### src/rtl/bitscan_encoder_pkg.sv
// Shared types and helpers for the bitscan encoder: FSM state enum and lowest-set-bit search.
// Latency: none, purely declarative / combinational helpers.
// Backpressure: not applicable.
package encoder_pkg;

  // Widest vector the helper function is written for; narrower callers zero-extend.
  localparam int unsigned MAX_W     = 64;
  localparam int unsigned MAX_IDX_W = 6;

  typedef enum logic {
    IDLE  = 1'b0,
    DRAIN = 1'b1
  } state_e;

  typedef struct packed {
    logic [MAX_IDX_W-1:0] idx;
    logic                 found;
  } lsb_t;

  // Scan from the top down so the last hit written is the lowest set bit.
  function automatic lsb_t lsb_index(input logic [MAX_W-1:0] vec);
    lsb_t r;
    r.idx   = '0;
    r.found = 1'b0;
    for (int i = MAX_W - 1; i >= 0; i--) begin
      if (vec[i]) begin
        r.idx   = MAX_IDX_W'(i);
        r.found = 1'b1;
      end
    end
    return r;
  endfunction

endpackage

### src/rtl/bitscan_encoder_if.sv
// Vector-in / index-out handshake bundle for the bitscan encoder.
// Latency: none, wires only.
// Backpressure: carries vec valid/ready and idx valid/ready pairs.
interface bitscan_encoder_if #(
  parameter int unsigned WIDTH = 8
);
  localparam int unsigned IDX_W = $clog2(WIDTH);

  logic [WIDTH-1:0] vec_i;
  logic             vec_valid_i;
  logic             vec_ready_o;
  logic [IDX_W-1:0] idx_o;
  logic             idx_valid_o;
  logic             idx_ready_i;
  logic             last_o;

  // Producer of vectors and consumer of indices.
  modport master (
    output vec_i, vec_valid_i, idx_ready_i,
    input  vec_ready_o, idx_o, idx_valid_o, last_o
  );

  // The encoder itself.
  modport slave (
    input  vec_i, vec_valid_i, idx_ready_i,
    output vec_ready_o, idx_o, idx_valid_o, last_o
  );

endinterface

### src/rtl/lsb_priority_encoder.sv
// Combinational lowest-set-bit priority encoder: returns index of bit 0-most set bit plus found flag.
// Latency: zero cycles, purely combinational.
// Backpressure: none.
module lsb_priority_encoder
  import encoder_pkg::*;
#(
  parameter int unsigned WIDTH = 8
) (
  input  logic [WIDTH-1:0]         in,
  output logic [$clog2(WIDTH)-1:0] idx,
  output logic                     found
);

  localparam int unsigned IDX_W = $clog2(WIDTH);

  lsb_t res;

  // Zero-extend to the helper's full width; upper bits never win since they are zero.
  always_comb begin
    res = lsb_index(MAX_W'(in));
  end

  assign idx   = IDX_W'(res.idx);
  assign found = res.found;

endmodule

### src/rtl/bitscan_encoder.sv
// Accepts a multi-hot vector and emits the index of each set bit, lowest first, one beat per cycle.
// Latency: first beat one cycle after accept; one IDLE cycle after the last beat before the next accept.
// Backpressure: idx_ready_i low holds idx_o/last_o; vec_ready_o is low for the whole drain. Optional zero_o via BITSCAN_ZERO_FLAG_EN.
module bitscan_encoder
  import encoder_pkg::*;
#(
  parameter int unsigned WIDTH = 8
) (
  input  logic              clk_i,
  input  logic              rst_ni,
  bitscan_encoder_if.slave  bus
`ifdef BITSCAN_ZERO_FLAG_EN
  ,
  output logic              zero_o
`endif
);

  localparam int unsigned IDX_W = $clog2(WIDTH);

  // Reject illegal widths at elaboration rather than producing a silently broken encoder.
  if (WIDTH < 2 || WIDTH > MAX_W) begin : g_width_check
    $error("bitscan_encoder: WIDTH must be in 2..64");
  end

  state_e           state_q, state_d;
  logic [WIDTH-1:0] pending_q, pending_d;
  logic [IDX_W-1:0] idx_q, idx_d;
  logic             last_q, last_d;
`ifdef BITSCAN_ZERO_FLAG_EN
  logic             zero_q, zero_d;
`endif

  logic [IDX_W-1:0] vec_idx;
  logic             vec_found;
  logic [IDX_W-1:0] pend_idx;
  logic             pend_found;

  // Lowest set bit of the incoming vector, used on accept.
  lsb_priority_encoder #(.WIDTH(WIDTH)) u_enc_vec (
    .in    (bus.vec_i),
    .idx   (vec_idx),
    .found (vec_found)
  );

  // Lowest set bit still waiting to be emitted.
  lsb_priority_encoder #(.WIDTH(WIDTH)) u_enc_pend (
    .in    (pending_q),
    .idx   (pend_idx),
    .found (pend_found)
  );

  // Next-state and datapath: load on accept, advance to the next set bit on each taken beat.
  always_comb begin
    state_d   = state_q;
    pending_d = pending_q;
    idx_d     = idx_q;
    last_d    = last_q;
`ifdef BITSCAN_ZERO_FLAG_EN
    zero_d    = zero_q;
`endif
    case (state_q)
      IDLE: begin
        if (bus.vec_valid_i) begin
          if (vec_found) begin
            state_d   = DRAIN;
            idx_d     = vec_idx;
            // x & (x-1) clears exactly the lowest set bit.
            pending_d = bus.vec_i & (bus.vec_i - WIDTH'(1));
            last_d    = (pending_d == '0);
`ifdef BITSCAN_ZERO_FLAG_EN
            zero_d    = 1'b0;
          end else begin
            // A zero vector still yields one flagged beat so the consumer sees it.
            state_d   = DRAIN;
            idx_d     = '0;
            pending_d = '0;
            last_d    = 1'b1;
            zero_d    = 1'b1;
`endif
          end
        end
      end
      DRAIN: begin
        if (bus.idx_ready_i) begin
          if (pend_found) begin
            idx_d     = pend_idx;
            pending_d = pending_q & (pending_q - WIDTH'(1));
            last_d    = (pending_d == '0);
`ifdef BITSCAN_ZERO_FLAG_EN
            zero_d    = 1'b0;
`endif
          end else begin
            state_d = IDLE;
            last_d  = 1'b0;
`ifdef BITSCAN_ZERO_FLAG_EN
            zero_d  = 1'b0;
`endif
          end
        end
      end
      default: begin
        state_d = IDLE;
      end
    endcase
  end

  // State, pending bits and output registers; reset discards any in-flight vector.
  always_ff @(posedge clk_i or negedge rst_ni) begin
    if (!rst_ni) begin
      state_q   <= IDLE;
      pending_q <= '0;
      idx_q     <= '0;
      last_q    <= 1'b0;
`ifdef BITSCAN_ZERO_FLAG_EN
      zero_q    <= 1'b0;
`endif
    end else begin
      state_q   <= state_d;
      pending_q <= pending_d;
      idx_q     <= idx_d;
      last_q    <= last_d;
`ifdef BITSCAN_ZERO_FLAG_EN
      zero_q    <= zero_d;
`endif
    end
  end

  // Handshake flags come straight from the state so reset clears them without a clock.
  assign bus.vec_ready_o = (state_q == IDLE);
  assign bus.idx_valid_o = (state_q == DRAIN);
  assign bus.idx_o       = idx_q;
  assign bus.last_o      = last_q;
`ifdef BITSCAN_ZERO_FLAG_EN
  assign zero_o          = zero_q;
`endif

endmodule

### src/flat_wrapper.sv
// flat-port wrapper written by rule: the top's interface ports become plain ports
module bitscan_encoder_flat import encoder_pkg::*;
#(
  parameter int unsigned WIDTH = 8
)
  (clk_i, rst_ni, bus_vec_i, bus_vec_valid_i, bus_idx_ready_i, bus_vec_ready_o, bus_idx_o, bus_idx_valid_o, bus_last_o);
  bitscan_encoder_if #(.WIDTH(WIDTH)) bus_i ();
  input  logic clk_i;
  input  logic rst_ni;
  input wire logic [$bits(bus_i.vec_i)-1:0] bus_vec_i;
  input wire logic [$bits(bus_i.vec_valid_i)-1:0] bus_vec_valid_i;
  input wire logic [$bits(bus_i.idx_ready_i)-1:0] bus_idx_ready_i;
  output wire logic [$bits(bus_i.vec_ready_o)-1:0] bus_vec_ready_o;
  output wire logic [$bits(bus_i.idx_o)-1:0] bus_idx_o;
  output wire logic [$bits(bus_i.idx_valid_o)-1:0] bus_idx_valid_o;
  output wire logic [$bits(bus_i.last_o)-1:0] bus_last_o;
  assign bus_i.vec_i = bus_vec_i;
  assign bus_i.vec_valid_i = bus_vec_valid_i;
  assign bus_i.idx_ready_i = bus_idx_ready_i;
  assign bus_vec_ready_o = bus_i.vec_ready_o;
  assign bus_idx_o = bus_i.idx_o;
  assign bus_idx_valid_o = bus_i.idx_valid_o;
  assign bus_last_o = bus_i.last_o;
  bitscan_encoder #(.WIDTH(WIDTH)) u_core (.clk_i(clk_i), .rst_ni(rst_ni), .bus(bus_i));
endmodule
### config.mk
export PLATFORM = sky130hd
export DESIGN_NAME = bitscan_encoder_flat
export DESIGN_NICKNAME = d
export VERILOG_FILES = /design/src/rtl/bitscan_encoder_pkg.sv /design/src/rtl/bitscan_encoder_if.sv /design/src/rtl/lsb_priority_encoder.sv /design/src/rtl/bitscan_encoder.sv /design/src/flat_wrapper.sv
export SDC_FILE = /design/constraint.sdc
export NUM_CORES = 1
export LEC_CHECK = 0
export BUFFER_PORTS_ARGS = -buffer_cell sky130_fd_sc_hd__buf_2
export CAP_MARGIN = 20
export CORE_ASPECT_RATIO = 1.4
export CORE_MARGIN = 4
export CORE_UTILIZATION = 50
export CTS_BUF_LIST = sky130_fd_sc_hd__clkbuf_4
export CTS_CLUSTER_DIAMETER = 60
export DETAILED_ROUTE_END_ITERATION = 16
export PLACE_DENSITY = 0.73
export RECOVER_POWER = 50
export SYNTH_ARGS = -nofsm -noshare
export SYNTH_HDL_FRONTEND = slang
export SYNTH_SLANG_ARGS = --single-unit
export TNS_END_PERCENT = 5
### constraint.sdc
create_clock -name clk_i -period 3.8 [get_ports clk_i]
set_input_delay 0.57 -clock clk_i [delete_from_list [all_inputs] [get_ports clk_i]]
set_output_delay 0.57 -clock clk_i [all_outputs]
set_load 0.02 [all_outputs]
==> Word level (Yosys, flattened, before mapping) <==
Cells that the tools add are included.
{ "totals": {"reg_bits": 13, "latch_bits": 0, "ramBits": 0, "romBits": 0, "input_bits": 12, "output_inout_bits": 6, "mem_count": 0} }
{ "op_classes": {"addsub": 2, "mul": 0, "n_div": 0, "magnitude_cmp": 0, "n_eq_ne": 4, "n_shift": 0, "mux": 36, "n_bitwise": 3, "n_reduce_logical": 4} }
{ "op_table": {"columns": ["cell", "count"], "rows": [
  ["two-way mux 4 bit", 16],
  ["two-way mux 8 bit", 4],
  ["AND 8 bit", 2],
  ["zero test 8 bit", 2],
  ["case mux 8 bit (2 select lines)", 1],
  ["subtractor 8 x 1 -> 8 bit (second input constant)", 2],
  ["two-way mux 3 bit", 4],
  ["two-way mux 1 bit", 8],
  ["!= test 2 bit (second input constant)", 3],
  ["case mux 3 bit (2 select lines)", 1],
  ["case mux 1 bit (2 select lines)", 2],
  ["AND reduction 4 bit", 1],
  ["AND reduction 3 bit", 1],
  ["!= test 2 x 1 -> 1 bit (second input constant)", 1],
  ["NOT 1 bit", 1]
]} }

==> Longest topological paths before layout <==
{ "depth": {"ltp_word": 11, "ltp_mapped": 6, "mapped_depth_nobuf": 5} }

==> Cells and area by module <==
A second synthesis with hierarchy kept.
{ "unflattened": {"hier_cells": 106, "hier_area_um2": 860.8} }
{ "modules_own_cells": {"columns": ["mod", "n_inst", "cells_per_inst", "area_each_um2"], "rows": [
  ["bitscan_encoder", 1, 78, 695.7],
  ["lsb_priority_encoder", 2, 14, 82.6]
]} }

==> Worst setup path before layout <==
No wires, ideal clock.
{ "synth_timing": {"path_kind": "input port to flip-flop", "start": "input bus_vec_i[1]", "end": "register u_core.last_q (netlist: u_core.bus.last_o)", "arrival_time_ns": 1.653, "required_time_ns": 3.672, "slack_ns": 2.019, "stages": 5, "n_path_buf": 1, "path_cell_list": "buf_6 nor4_2 a31oi_4 a21oi_1 mux2_1"} }
{ "synth_between": {"elab_chain_len": 6, "word_cells_on_any_way": 10, "cone_classes": "add/sub (1); eq/ne (1); mux (5); bitwise (1); reduce/logical (2)"} }
{ "synth_rtl": {"columns": ["element", "line_no", "text"], "rows": [
  ["start: declaration", "flat_wrapper.sv:10", "input wire logic [$bits(bus_i.vec_i)-1:0] bus_vec_i;"],
  ["subtractor 8 x 1 -> 8 bit", "bitscan_encoder.sv:68", "pending_d = bus.vec_i & (bus.vec_i - WIDTH'(1));"],
  ["AND 8 bit", "bitscan_encoder.sv:68", null],
  ["zero test 8 bit", "bitscan_encoder.sv:69", "last_d = (pending_d == '0);"],
  ["two-way mux 1 bit", "bitscan_encoder.sv:64", "if (vec_found) begin"],
  ["two-way mux 1 bit", "bitscan_encoder.sv:63", "if (bus.vec_valid_i) begin"],
  ["case mux 1 bit (2 select lines)", "bitscan_encoder.sv:61", "case (state_q)"],
  ["end signal: assignment", "bitscan_encoder.sv:121", "last_q <= last_d;"],
  ["end: declaration", "bitscan_encoder.sv:28", "logic last_q, last_d;"]
]} }
Several ways; a longest one is shown, not always the timed one. The select of a mux whose other input is x is not followed.
A chain may end at the register's enable or synchronous reset.

==> Final worst setup path <==
{ "layout_timing": {"start": "register u_core.state_q (netlist: u_core.bus.idx_valid_o)", "end": "output bus_vec_ready_o"} }
{ "layout_between": {"elab_chain_len": 1} }
{ "layout_rtl": {"columns": ["element", "line_no", "text"], "rows": [
  ["start: declaration", "bitscan_encoder.sv:25", "state_e state_q, state_d;"],
  ["start signal: assignment", "bitscan_encoder.sv:118", "state_q <= state_d;"],
  ["NOT 1 bit", "bitscan_encoder.sv:129", "assign bus.vec_ready_o = (state_q == IDLE);"],
  ["end: declaration", "flat_wrapper.sv:13", "output wire logic [$bits(bus_i.vec_ready_o)-1:0] bus_vec_ready_o;"]
]} }
Every way passes these cells.

==> metrics.csv <==
metric,value,unit
setup_violations,0,
maxSlewViolCount,0,
hpwl,1712,um
p_leak,0.4062,nW
outcome,"complete, no violations",
cp-end-kind,output pin,
max-vdd-ir-drop,0.4098,mV
internal_power,425.6,uW
clk_pin_slew,80,ps
cts_buffer_depth,2,
syn_avg_cell_area,9.028,um^2
power_frac_comb,0.566,
synth_area_leader_cell,dfrtp_1,
ff2ff_path_depth,5,
drc,0,
synth_flop_cell,dfrtp_1,
ctsResizeCount,0,
vias_per_cell,6.388,
r2r-start,u_core.bus.idx_valid_o$_DFF_PN0_,
period_needed,2079,ps
grt_antenna_before_repair,0,
switching_share,0.4840,
synth_edf_count,0,
cts_setup_buffers,0,
synthesis.area,920.9,um^2
drt-initial-drc-count,33,
cts_hold_buffers,0,
critPathLaunchType,flip-flop,
die-width,44.27,um
pwr-share-clk,0.097,
rrSetupSlack,1910,ps
ys_seq_elements,12,
numCtsBuffers,3,
hold_violations,0,
crit_path_max_fanout,18,
switching_power,399.2,uW
synthCells,102,
dieHeight,58.78,um
grt_pass1_wl,3394,um
final_util,0.5848,
path_class,reg2out,
synth_most_common_cell,dfrtp_1,
grt_pass1_vias,756,
finalWeightedCongestion,0.8539,
root_buffer,clkbuf_4,
multi_input_area,569.3,um^2
syn_to_final_growth,11.55,%
wl_per_cell,15.75,um
portBuffers,17,
core,1757,um^2
synthTopCellsByCount,"dfrtp_1 (12), a21oi_1 (8), inv_1 (7), nor2_1 (7)",
syn_nets,114,
wirelength,2189,um
cp.required,3230,ps
first_pass_iters,5,
htreeDepth,1,
regArea,300.3,um^2
slew_headroom,0.5587,
nets,132,
vias,888,
fillers,174,
drv_cap,0,
rsz0062_at_grt,false,
synth.yosys.warnings,0,
worst_pin_slew,661.9,ps
r2r-end,u_core.pending_q[3]$_DFFE_PN0P_,
diodes,0,
cp_data_arrival_time,1510,ps
clock_skew,6.689,ps
drtAntennaViolNets,0,
clock-sinks,12,
drive_gt1_frac,0.2269,
boundaryPins,18,
seq_power_share,0.337,
dieArea,2602,um^2
async_flop_share,1.000,
grt_overflow_total,0,
start_util,0.5242,
grt_max_degree,19,
yosysTopAreaCellShare,0.3261,
grt_util_all_layers,0.1768,
max_freq,481.0,MHz
yosysSeqAreaShare,0.3261,
power_density,802.9,nW/um^2
cts_tree,built,
tns,0,ps
ys_types,41,
clk_latency,270,ps
finalCritPeriodShare,0.5471,
hold_path.class,in2async,
yosys-top-cells-area,"dfrtp_1 (33%), a31oi_4 (4.6%), a21oi_1 (4.3%)",
rows,18,
-- worst max-delay path, stage by stage (launching register included) --
cell     delay (ps)
dfrtp_1         740
inv_1           260
buf_2           230
-- cell usage in the layout, fill, tap and decap left out, drive strengths merged, types with 2 or more instances in the layout --
| master | count |
|---|---|
| a31oi | 2 |
| or4 | 2 |
| dfrtp | 12 |
| a21o | 2 |
| a21oi | 10 |
| a221oi | 2 |
| nand2 | 6 |
| o21ai | 10 |
| o41ai | 3 |
| inv | 7 |
| nor2 | 7 |
| buf | 13 |
| nand2b | 2 |
| a2111oi | 2 |
| nor3 | 6 |
| o31ai | 2 |
| nand3 | 3 |
| clkbuf | 7 |
| nor2b | 4 |
| a211oi | 2 |
-- how the worst max path moves through the flow --
stage	depth (start not counted)	end	startpoint	slack, ps
finish	2	bus_vec_ready_o	u_core.bus.idx_valid_o$_DFF_PN0_	1720
global route	2	bus_vec_ready_o	u_core.bus.idx_valid_o$_DFF_PN0_	1630
CTS	2	bus_vec_ready_o	u_core.bus.idx_valid_o$_DFF_PN0_	1730
detailed placement	5	u_core.bus.last_o$_DFFE_PN0P_	bus_vec_i[3]	1770
global placement	6	u_core.bus.last_o$_DFFE_PN0P_	bus_vec_i[3]	1830
floorplan	5	u_core.bus.last_o$_DFFE_PN0P_	bus_vec_i[1]	2020
-- per-layer routing --
metal / global-route usage / share of wire
met4: 0.1078 / 0.033
met2: 0.2896 / 0.50
met3: 0.009174 / 0.037
met5: 0 / 0
met1: 0.2241 / 0.43
-- stage by stage --
| step | std cells | setup WS (ps) | area [um^2] | power, mW | hold WS [ps] |
|---|---|---|---|---|---|
| after global routing | 139 | 1626 | 1027 | 0.8908 | 343.5 |
| after detailed placement | 135 | 1774 | 1006 | 0.7503 | 461.5 |
| after CTS | 139 | 1733 | 1032 | 0.8317 | 167.1 |
| after global placement | 135 | 1825 | 1006 | 0.7439 | 456.6 |
| after floorplan | 102 | 2019 | 920.9 | 0.6308 | 274.4 |
| final | 139 | 1721 | 1027 | 0.8247 | 292.9 |
-- power by group through the flow --
stage | logic (mW) | registers, mW | clock network [mW]
after floorplan | 0.365 | 0.266 | 0
after global placement | 0.467 | 0.277 | 0
after detailed placement | 0.473 | 0.278 | 0
after CTS | 0.475 | 0.276 | 0.0802
after global routing | 0.516 | 0.288 | 0.0862
final | 0.467 | 0.278 | 0.0798
-- cells by family (layout without fill, tap and decap cells) --
group	count (synthesis)	in the layout	synth area share
simple gates	32	32	0.1943
fa+ha+maj	1	1	0.01087
mux	1	1	0.01223
flops	12	12	0.3261
xor+xnor	1	1	0.009513
compound gates	44	44	0.3913
buf+inv	11	28	0.05570
-- cell type report --
cell class	count	share of cell area
flip-flops and latches	12	0.2923
clock inverters	1	0.003654
inverters	7	0.02558
well taps	20	0.02436
multi-input cells	79	0.5542
clock buffers	3	0.02192
repair buffers	17	0.07795
-- registers in the layout, indices dropped and copies added (netlist names) --
register and count:
u_core.bus.idx_valid_o 1, u_core.bus.idx_o 3, u_core.pending_q 7, u_core.bus.last_o 1
Note: power is estimated with default switching activity, not from simulation.
